$ cat src/rtl/pipeline_hazard_ctrl_if.sv
// Hazard-controller bundle: ID/EX/MEM hazard inputs and per-stage enable/flush outputs.
// The controller connects through the slave modport; the pipeline side uses master.
interface pipeline_hazard_ctrl_if #(
    parameter int unsigned CNT_W = 16
);
    logic [4:0]       id_rs;
    logic [4:0]       id_rt;
    logic             id_uses_rs;
    logic             id_uses_rt;
    logic             id_jump;
    logic             id_ex_memread;
    logic [4:0]       id_ex_rt_addr;
    logic             ex_branch_taken;
    logic             ex_mem_memread;
    logic             ex_mem_memwrite;
    logic             dmem_ready;
    logic             dmem_req;
    logic             pc_en;
    logic             if_id_en;
    logic             id_ex_en;
    logic             ex_mem_en;
    logic             if_id_flush;
    logic             id_ex_flush;
    logic             mem_wb_flush;
    logic             mem_err;
    logic [CNT_W-1:0] stall_cnt;
    logic [CNT_W-1:0] flush_cnt;

    modport master (
        output id_rs, id_rt, id_uses_rs, id_uses_rt, id_jump, id_ex_memread,
               id_ex_rt_addr, ex_branch_taken, ex_mem_memread, ex_mem_memwrite,
               dmem_ready,
        input  dmem_req, pc_en, if_id_en, id_ex_en, ex_mem_en, if_id_flush,
               id_ex_flush, mem_wb_flush, mem_err, stall_cnt, flush_cnt
    );

    modport slave (
        input  id_rs, id_rt, id_uses_rs, id_uses_rt, id_jump, id_ex_memread,
               id_ex_rt_addr, ex_branch_taken, ex_mem_memread, ex_mem_memwrite,
               dmem_ready,
        output dmem_req, pc_en, if_id_en, id_ex_en, ex_mem_en, if_id_flush,
               id_ex_flush, mem_wb_flush, mem_err, stall_cnt, flush_cnt
    );
endinterface

$ cat src/rtl/pipeline_hazard_ctrl.sv
// Stall/flush scheduler for the five-stage pipeline: combinational stage controls,
// memory-wait FSM with timeout to a sticky error, and saturating stall/flush counters.
module pipeline_hazard_ctrl #(
    parameter int unsigned TIMEOUT = 255,
    parameter int unsigned CNT_W   = 16
) (
    input  logic                  clk,
    input  logic                  rst,
    pipeline_hazard_ctrl_if.slave bus
);
    typedef enum logic [1:0] {
        RUN      = 2'd0,
        MEM_WAIT = 2'd1,
        ERROR    = 2'd2
    } state_t;

    localparam logic [7:0] TIMEOUT_V = 8'(TIMEOUT);

    state_t           r_state;
    state_t           w_state_nxt;
    logic [7:0]       r_wait_cnt;
    logic [7:0]       w_wait_cnt_nxt;
    logic [CNT_W-1:0] r_stall_cnt;
    logic [CNT_W-1:0] r_flush_cnt;

    logic w_mem_acc, w_pend, w_err, w_freeze, w_load_use, w_stall;
    logic w_pc_en, w_if_id_en, w_id_ex_en, w_ex_mem_en;
    logic w_if_id_flush, w_id_ex_flush, w_mem_wb_flush;

    assign w_mem_acc  = bus.ex_mem_memread | bus.ex_mem_memwrite;
    assign w_pend     = w_mem_acc & ~bus.dmem_ready;
    assign w_err      = (r_state == ERROR);
    assign w_freeze   = w_pend | w_err;
    assign w_load_use = bus.id_ex_memread & (bus.id_ex_rt_addr != 5'd0) &
                        ((bus.id_uses_rs & (bus.id_rs == bus.id_ex_rt_addr)) |
                         (bus.id_uses_rt & (bus.id_rt == bus.id_ex_rt_addr)));
    assign w_stall    = w_freeze | (w_load_use & ~bus.ex_branch_taken);

    always_comb begin
        w_pc_en        = 1'b1;
        w_if_id_en     = 1'b1;
        w_id_ex_en     = 1'b1;
        w_ex_mem_en    = 1'b1;
        w_if_id_flush  = 1'b0;
        w_id_ex_flush  = 1'b0;
        w_mem_wb_flush = 1'b0;
        if (w_freeze) begin
            w_pc_en        = 1'b0;
            w_if_id_en     = 1'b0;
            w_id_ex_en     = 1'b0;
            w_ex_mem_en    = 1'b0;
            w_mem_wb_flush = 1'b1;
        end else if (bus.ex_branch_taken) begin
            w_if_id_flush = 1'b1;
            w_id_ex_flush = 1'b1;
        end else if (w_load_use) begin
            w_pc_en       = 1'b0;
            w_if_id_en    = 1'b0;
            w_id_ex_flush = 1'b1;
        end else if (bus.id_jump) begin
            w_if_id_flush = 1'b1;
        end
    end

    always_comb begin
        w_state_nxt    = r_state;
        w_wait_cnt_nxt = r_wait_cnt;
        case (r_state)
            RUN: begin
                if (w_pend) begin
                    w_state_nxt    = MEM_WAIT;
                    w_wait_cnt_nxt = 8'd1;
                end
            end
            MEM_WAIT: begin
                if (bus.dmem_ready || !w_mem_acc) begin
                    w_state_nxt    = RUN;
                    w_wait_cnt_nxt = '0;
                end else if (r_wait_cnt == TIMEOUT_V) begin
                    w_state_nxt = ERROR;
                end else begin
                    w_wait_cnt_nxt = r_wait_cnt + 8'd1;
                end
            end
            ERROR:   w_state_nxt = ERROR;
            default: begin
                w_state_nxt    = RUN;
                w_wait_cnt_nxt = '0;
            end
        endcase
    end

    always_ff @(posedge clk or posedge rst) begin
        if (rst) begin
            r_state    <= RUN;
            r_wait_cnt <= '0;
        end else begin
            r_state    <= w_state_nxt;
            r_wait_cnt <= w_wait_cnt_nxt;
        end
    end

    // Counters stick at all-ones instead of wrapping.
    always_ff @(posedge clk or posedge rst) begin
        if (rst) begin
            r_stall_cnt <= '0;
            r_flush_cnt <= '0;
        end else begin
            if (w_stall && (r_stall_cnt != '1))
                r_stall_cnt <= r_stall_cnt + 1'b1;
            if (w_if_id_flush && (r_flush_cnt != '1))
                r_flush_cnt <= r_flush_cnt + 1'b1;
        end
    end

    assign bus.dmem_req     = w_mem_acc & ~w_err;
    assign bus.pc_en        = w_pc_en;
    assign bus.if_id_en     = w_if_id_en;
    assign bus.id_ex_en     = w_id_ex_en;
    assign bus.ex_mem_en    = w_ex_mem_en;
    assign bus.if_id_flush  = w_if_id_flush;
    assign bus.id_ex_flush  = w_id_ex_flush;
    assign bus.mem_wb_flush = w_mem_wb_flush;
    assign bus.mem_err      = w_err;
    assign bus.stall_cnt    = r_stall_cnt;
    assign bus.flush_cnt    = r_flush_cnt;
endmodule
$ cat src/flat_wrapper.sv
// flat-port wrapper written by rule: the top's interface ports become plain ports
module pipeline_hazard_ctrl_flat 
#(
    parameter int unsigned TIMEOUT = 255,
    parameter int unsigned CNT_W   = 16
)
  (clk, rst, bus_id_rs, bus_id_rt, bus_id_uses_rs, bus_id_uses_rt, bus_id_jump, bus_id_ex_memread, bus_id_ex_rt_addr, bus_ex_branch_taken, bus_ex_mem_memread, bus_ex_mem_memwrite, bus_dmem_ready, bus_dmem_req, bus_pc_en, bus_if_id_en, bus_id_ex_en, bus_ex_mem_en, bus_if_id_flush, bus_id_ex_flush, bus_mem_wb_flush, bus_mem_err, bus_stall_cnt, bus_flush_cnt);
  pipeline_hazard_ctrl_if #(.CNT_W(CNT_W)) bus_i ();
  input  logic clk;
  input  logic rst;
  input wire logic [$bits(bus_i.id_rs)-1:0] bus_id_rs;
  input wire logic [$bits(bus_i.id_rt)-1:0] bus_id_rt;
  input wire logic [$bits(bus_i.id_uses_rs)-1:0] bus_id_uses_rs;
  input wire logic [$bits(bus_i.id_uses_rt)-1:0] bus_id_uses_rt;
  input wire logic [$bits(bus_i.id_jump)-1:0] bus_id_jump;
  input wire logic [$bits(bus_i.id_ex_memread)-1:0] bus_id_ex_memread;
  input wire logic [$bits(bus_i.id_ex_rt_addr)-1:0] bus_id_ex_rt_addr;
  input wire logic [$bits(bus_i.ex_branch_taken)-1:0] bus_ex_branch_taken;
  input wire logic [$bits(bus_i.ex_mem_memread)-1:0] bus_ex_mem_memread;
  input wire logic [$bits(bus_i.ex_mem_memwrite)-1:0] bus_ex_mem_memwrite;
  input wire logic [$bits(bus_i.dmem_ready)-1:0] bus_dmem_ready;
  output wire logic [$bits(bus_i.dmem_req)-1:0] bus_dmem_req;
  output wire logic [$bits(bus_i.pc_en)-1:0] bus_pc_en;
  output wire logic [$bits(bus_i.if_id_en)-1:0] bus_if_id_en;
  output wire logic [$bits(bus_i.id_ex_en)-1:0] bus_id_ex_en;
  output wire logic [$bits(bus_i.ex_mem_en)-1:0] bus_ex_mem_en;
  output wire logic [$bits(bus_i.if_id_flush)-1:0] bus_if_id_flush;
  output wire logic [$bits(bus_i.id_ex_flush)-1:0] bus_id_ex_flush;
  output wire logic [$bits(bus_i.mem_wb_flush)-1:0] bus_mem_wb_flush;
  output wire logic [$bits(bus_i.mem_err)-1:0] bus_mem_err;
  output wire logic [$bits(bus_i.stall_cnt)-1:0] bus_stall_cnt;
  output wire logic [$bits(bus_i.flush_cnt)-1:0] bus_flush_cnt;
  assign bus_i.id_rs = bus_id_rs;
  assign bus_i.id_rt = bus_id_rt;
  assign bus_i.id_uses_rs = bus_id_uses_rs;
  assign bus_i.id_uses_rt = bus_id_uses_rt;
  assign bus_i.id_jump = bus_id_jump;
  assign bus_i.id_ex_memread = bus_id_ex_memread;
  assign bus_i.id_ex_rt_addr = bus_id_ex_rt_addr;
  assign bus_i.ex_branch_taken = bus_ex_branch_taken;
  assign bus_i.ex_mem_memread = bus_ex_mem_memread;
  assign bus_i.ex_mem_memwrite = bus_ex_mem_memwrite;
  assign bus_i.dmem_ready = bus_dmem_ready;
  assign bus_dmem_req = bus_i.dmem_req;
  assign bus_pc_en = bus_i.pc_en;
  assign bus_if_id_en = bus_i.if_id_en;
  assign bus_id_ex_en = bus_i.id_ex_en;
  assign bus_ex_mem_en = bus_i.ex_mem_en;
  assign bus_if_id_flush = bus_i.if_id_flush;
  assign bus_id_ex_flush = bus_i.id_ex_flush;
  assign bus_mem_wb_flush = bus_i.mem_wb_flush;
  assign bus_mem_err = bus_i.mem_err;
  assign bus_stall_cnt = bus_i.stall_cnt;
  assign bus_flush_cnt = bus_i.flush_cnt;
  pipeline_hazard_ctrl #(.TIMEOUT(TIMEOUT), .CNT_W(CNT_W)) u_core (.clk(clk), .rst(rst), .bus(bus_i));
endmodule
$ cat config.mk
export PLATFORM = sky130hd
export DESIGN_NAME = pipeline_hazard_ctrl_flat
export DESIGN_NICKNAME = d
export VERILOG_FILES = /design/src/rtl/pipeline_hazard_ctrl_if.sv /design/src/rtl/pipeline_hazard_ctrl.sv /design/src/flat_wrapper.sv
export SDC_FILE = /design/constraint.sdc
export NUM_CORES = 1
export LEC_CHECK = 0
export ABC_CLOCK_PERIOD_IN_PS = 3700
export BUFFER_PORTS_ARGS = -buffer_cell sky130_fd_sc_hd__clkbuf_2
export CELL_PAD_IN_SITES_DETAIL_PLACEMENT = 0
export CELL_PAD_IN_SITES_GLOBAL_PLACEMENT = 1
export CORE_UTILIZATION = 44
export CTS_BUF_LIST = sky130_fd_sc_hd__clkbuf_4
export DETAILED_ROUTE_END_ITERATION = 6
export GPL_ROUTABILITY_DRIVEN = 0
export PLACE_DENSITY = 0.95
export SYNTH_ARGS = -nofsm -noshare
export SYNTH_HDL_FRONTEND = slang
export SYNTH_SLANG_ARGS = --single-unit
$ cat constraint.sdc
create_clock -name clk -period 3.7 [get_ports clk]
set_input_delay 0.37 -clock clk [delete_from_list [all_inputs] [get_ports clk]]
set_output_delay 0.37 -clock clk [all_outputs]
set_load 0.01 [all_outputs]
==> flow_summary_export.csv <==
group,metric,value,unit
outcome,outcome,"completed",
clock_network,clockBufferDepth,2,
route,firstDrtPassIters,4,
clock_network,cts_hold_buf,0,
floorplan,core_area,5110,sq um
floorplan,die-area,5610,sq um
worst_setup_path,worst-setup-path-type,"flop to flop",
yosys,yosys_warnings,0,
route,via_per_inst,5.16,
timing,fin_tns_setup,0,ns
yosys,synth_most_common_cell,"dfrtp_1",
timing,max_clock_freq,0.428,GHz
yosys,synthCells,231,
clock_network,clkLatencyLatePin,0.35,ns
power,ir_drop,0.000314,V
clock_network,cts.sinks,42,
clock_network,cts.repair.resized,0,
yosys,yosysUniqueCellTypes,42,
yosys,ys_ff_latch,42,
yosys,synth-edff-count,0,
route,first_iter_violations,76,
worst_setup_path,path_max_fanout,15,
timing,hold_viol_final,0,
power,p_per_area,449,nW/um^2
finish,drive_gt1_share,30.0,%
timing,setup_viol,0,
route,via_count,1909,
grt,grt_usage,17.8,%
grt,antenna_found_initial,0,
route,detail-route-antenna-nets,0,
finish,syn2layout_area_growth,19.7,%
grt,grt_start_max_net_pins,43,
finish,final_nets,327,
timing,skew,0.00953,ns
place,post-dp-hpwl,3420,um
clock_network,cts.clk_slew.worst_paths,0.13,ns
worst_setup_path,startpoint_type,"flop",
grt,grt_pass1_wl,7650,um
timing,rsz0062_at_grt,"false",
route,finalWirelength,4620,um
floorplan,boundaryPins,66,
finish,fin_area,2800,sq um
worst_setup_path,worstSetupEndpointType,"flop",
grt,grt_overflow,0,
timing,worstMarginPinSlew,0.670,ns
yosys,synth_top_area_share,44.9,%
yosys,syn_area_per_cell,10.1,sq um
yosys,ys.flop_type,"dfrtp_1",
route,drcViolationCount,0,
clock_network,numCtsBuffers,5,
timing,final.period_utilization,63.2,%
yosys,ys_top_cells_by_count,"42 x dfrtp_1, 26 x xnor2_1, 20 x nor2_1",
clock_network,cts_max_level,2,
yosys,yosysSeqAreaShare,44.9,%
yosys,yosys-top-cells-area,"dfrtp_1 45%, xnor2_1 9.7%, xor2_1 4.9%",
yosys,synthesis.area,2340,sq um
timing,slew_viol_final,0,
place,port_buffers,65,
timing,post-route-min-period,2.34,ns
clock_network,cts-root-buf,"clkbuf_4",
floorplan,die_y,74.9,um
clock_network,postCtsSetupRepairBufs,0,
floorplan,core.rowCount,26,
grt,grt_pass1_vias,1698,
place,dpl_cell_area,2720,sq um
floorplan,die_w,74.9,um
yosys,synth_top_cell_by_area,"dfrtp_1",
timing,slew_headroom,55.3,%
yosys,synth_nets,259,
floorplan,start_util,45.8,%
yosys,synthArstFlopShare,100,%
flow_run,maxCapViolCount,0,
route,wire_per_inst,12.5,um
power,power_leakage,1.35,nW
clock_network,cts_tree,"done",
hold_path,hp-class,"input port to async pin",
worst_setup_path,required,3.95,ns
finish,antennaDiodeCount,0,
worst_setup_path,crit_arrival,2.59,ns
path summary, 6_finish.rpt:
kind	end	slack, ns	from	depth (start not counted)
setup / recovery	u_core.bus.stall_cnt[1]	1.36	u_core.bus.stall_cnt[0]	6
hold / removal	u_core.bus.stall_cnt[11]	0.11	rst	3
setup reg to reg	u_core.bus.stall_cnt[1]	1.36	u_core.bus.stall_cnt[0]	6
hold reg to reg	u_core.bus.flush_cnt[10]	0.50	u_core.bus.flush_cnt[10]	1
max in group asynchronous	u_core.r_wait_cnt[7]	3.23	rst	3
min in group clk	u_core.bus.flush_cnt[10]	0.50	u_core.bus.flush_cnt[10]	1
where the power goes:
part | internal [mW] | switching (mW) | leakage (nW)
sequential | 0.532 | 0.0975 | 0.560
clock | 0.150 | 0.151 | 0.0419
combinational | 0.160 | 0.169 | 0.744
total | 0.842 | 0.417 | 1.35
per-stage QoR:
stage	worst slack (ns)	total power [mW]	cells	util, %	hold slack (ns)
6_report	1.36	1.26	370	54.9	0.109
3_3_place_gp	1.43	0.960	362	53.2	0.474
4_1_cts	1.35	1.27	370	54.9	0.123
3_5_place_dp	1.37	0.969	362	53.2	0.478
2_1_floorplan	1.74	0.838	231	-	0.454
5_1_grt	1.15	1.34	370	54.9	0.157
state kept, by name (all words and copies together) (netlist names):
name,count
u_core.bus.flush_cnt,16
u_core.bus.stall_cnt,16
u_core.r_state,2
u_core.r_wait_cnt,8
final cells by class:
| type | count | area (sq um) |
|---|---|---|
| fill | 450 | 2310 |
| clock buffer | 6 | 45.0 |
| clock inverter | 2 | 37.5 |
| multi-input combinational | 177 | 1220 |
| sequential | 42 | 1050 |
| timing repair buffer | 66 | 333 |
| inverter | 7 | 26.3 |
| tap | 70 | 87.6 |
cell families after synthesis:
family / Yosys count / share of synthesized area [%]
multiplexers: 3 / 1.60
AND/OR/NAND/NOR: 106 / 27.4
adder cells (fa/ha/maj): 3 / 1.60
XOR/XNOR: 39 / 14.6
flip-flops: 42 / 44.9
AO/OA/AOI/OAI: 26 / 7.01
buffers and inverters: 12 / 2.89
layer usage:
layer / up-vias / global-route usage [%] / wire (um)
li1: 949 / - / -
met1: 896 / 24.6 / 2160
met2: 60 / 27.5 / 2130
met3: 4 / 4.69 / 300
met4: 0 / 5.45 / 31
met5: - / 0 / 0
cell usage in the layout, fill, tap and decap left out, types with 2 or more instances in the layout:
cell type,n
clkbuf_2,65
dfrtp_1,42
xnor2_1,26
nor2_1,20
nand2_1,19
nand4_1,16
nand3_1,15
o21ai_0,14
xor2_1,13
inv_1,7
and3_1,6
clkbuf_4,6
and4_1,4
nor4_1,3
o21ai_2,3
nand2b_1,3
a21oi_1,3
ha_1,3
and2_1,2
or4_1,2
or3_1,2
mux2_2,2
nor4b_4,2
nor3_1,2
critical path, cell delays in order, from the launching register on:
cell and delay, ns:
dfrtp_1 0.45, ha_1 0.24, nand4_1 0.14, nor4_1 0.09
or3_1 0.36, o21ai_2 0.54, mux2_2 0.40
No activity file was read; power rests on OpenSTA's default activity.
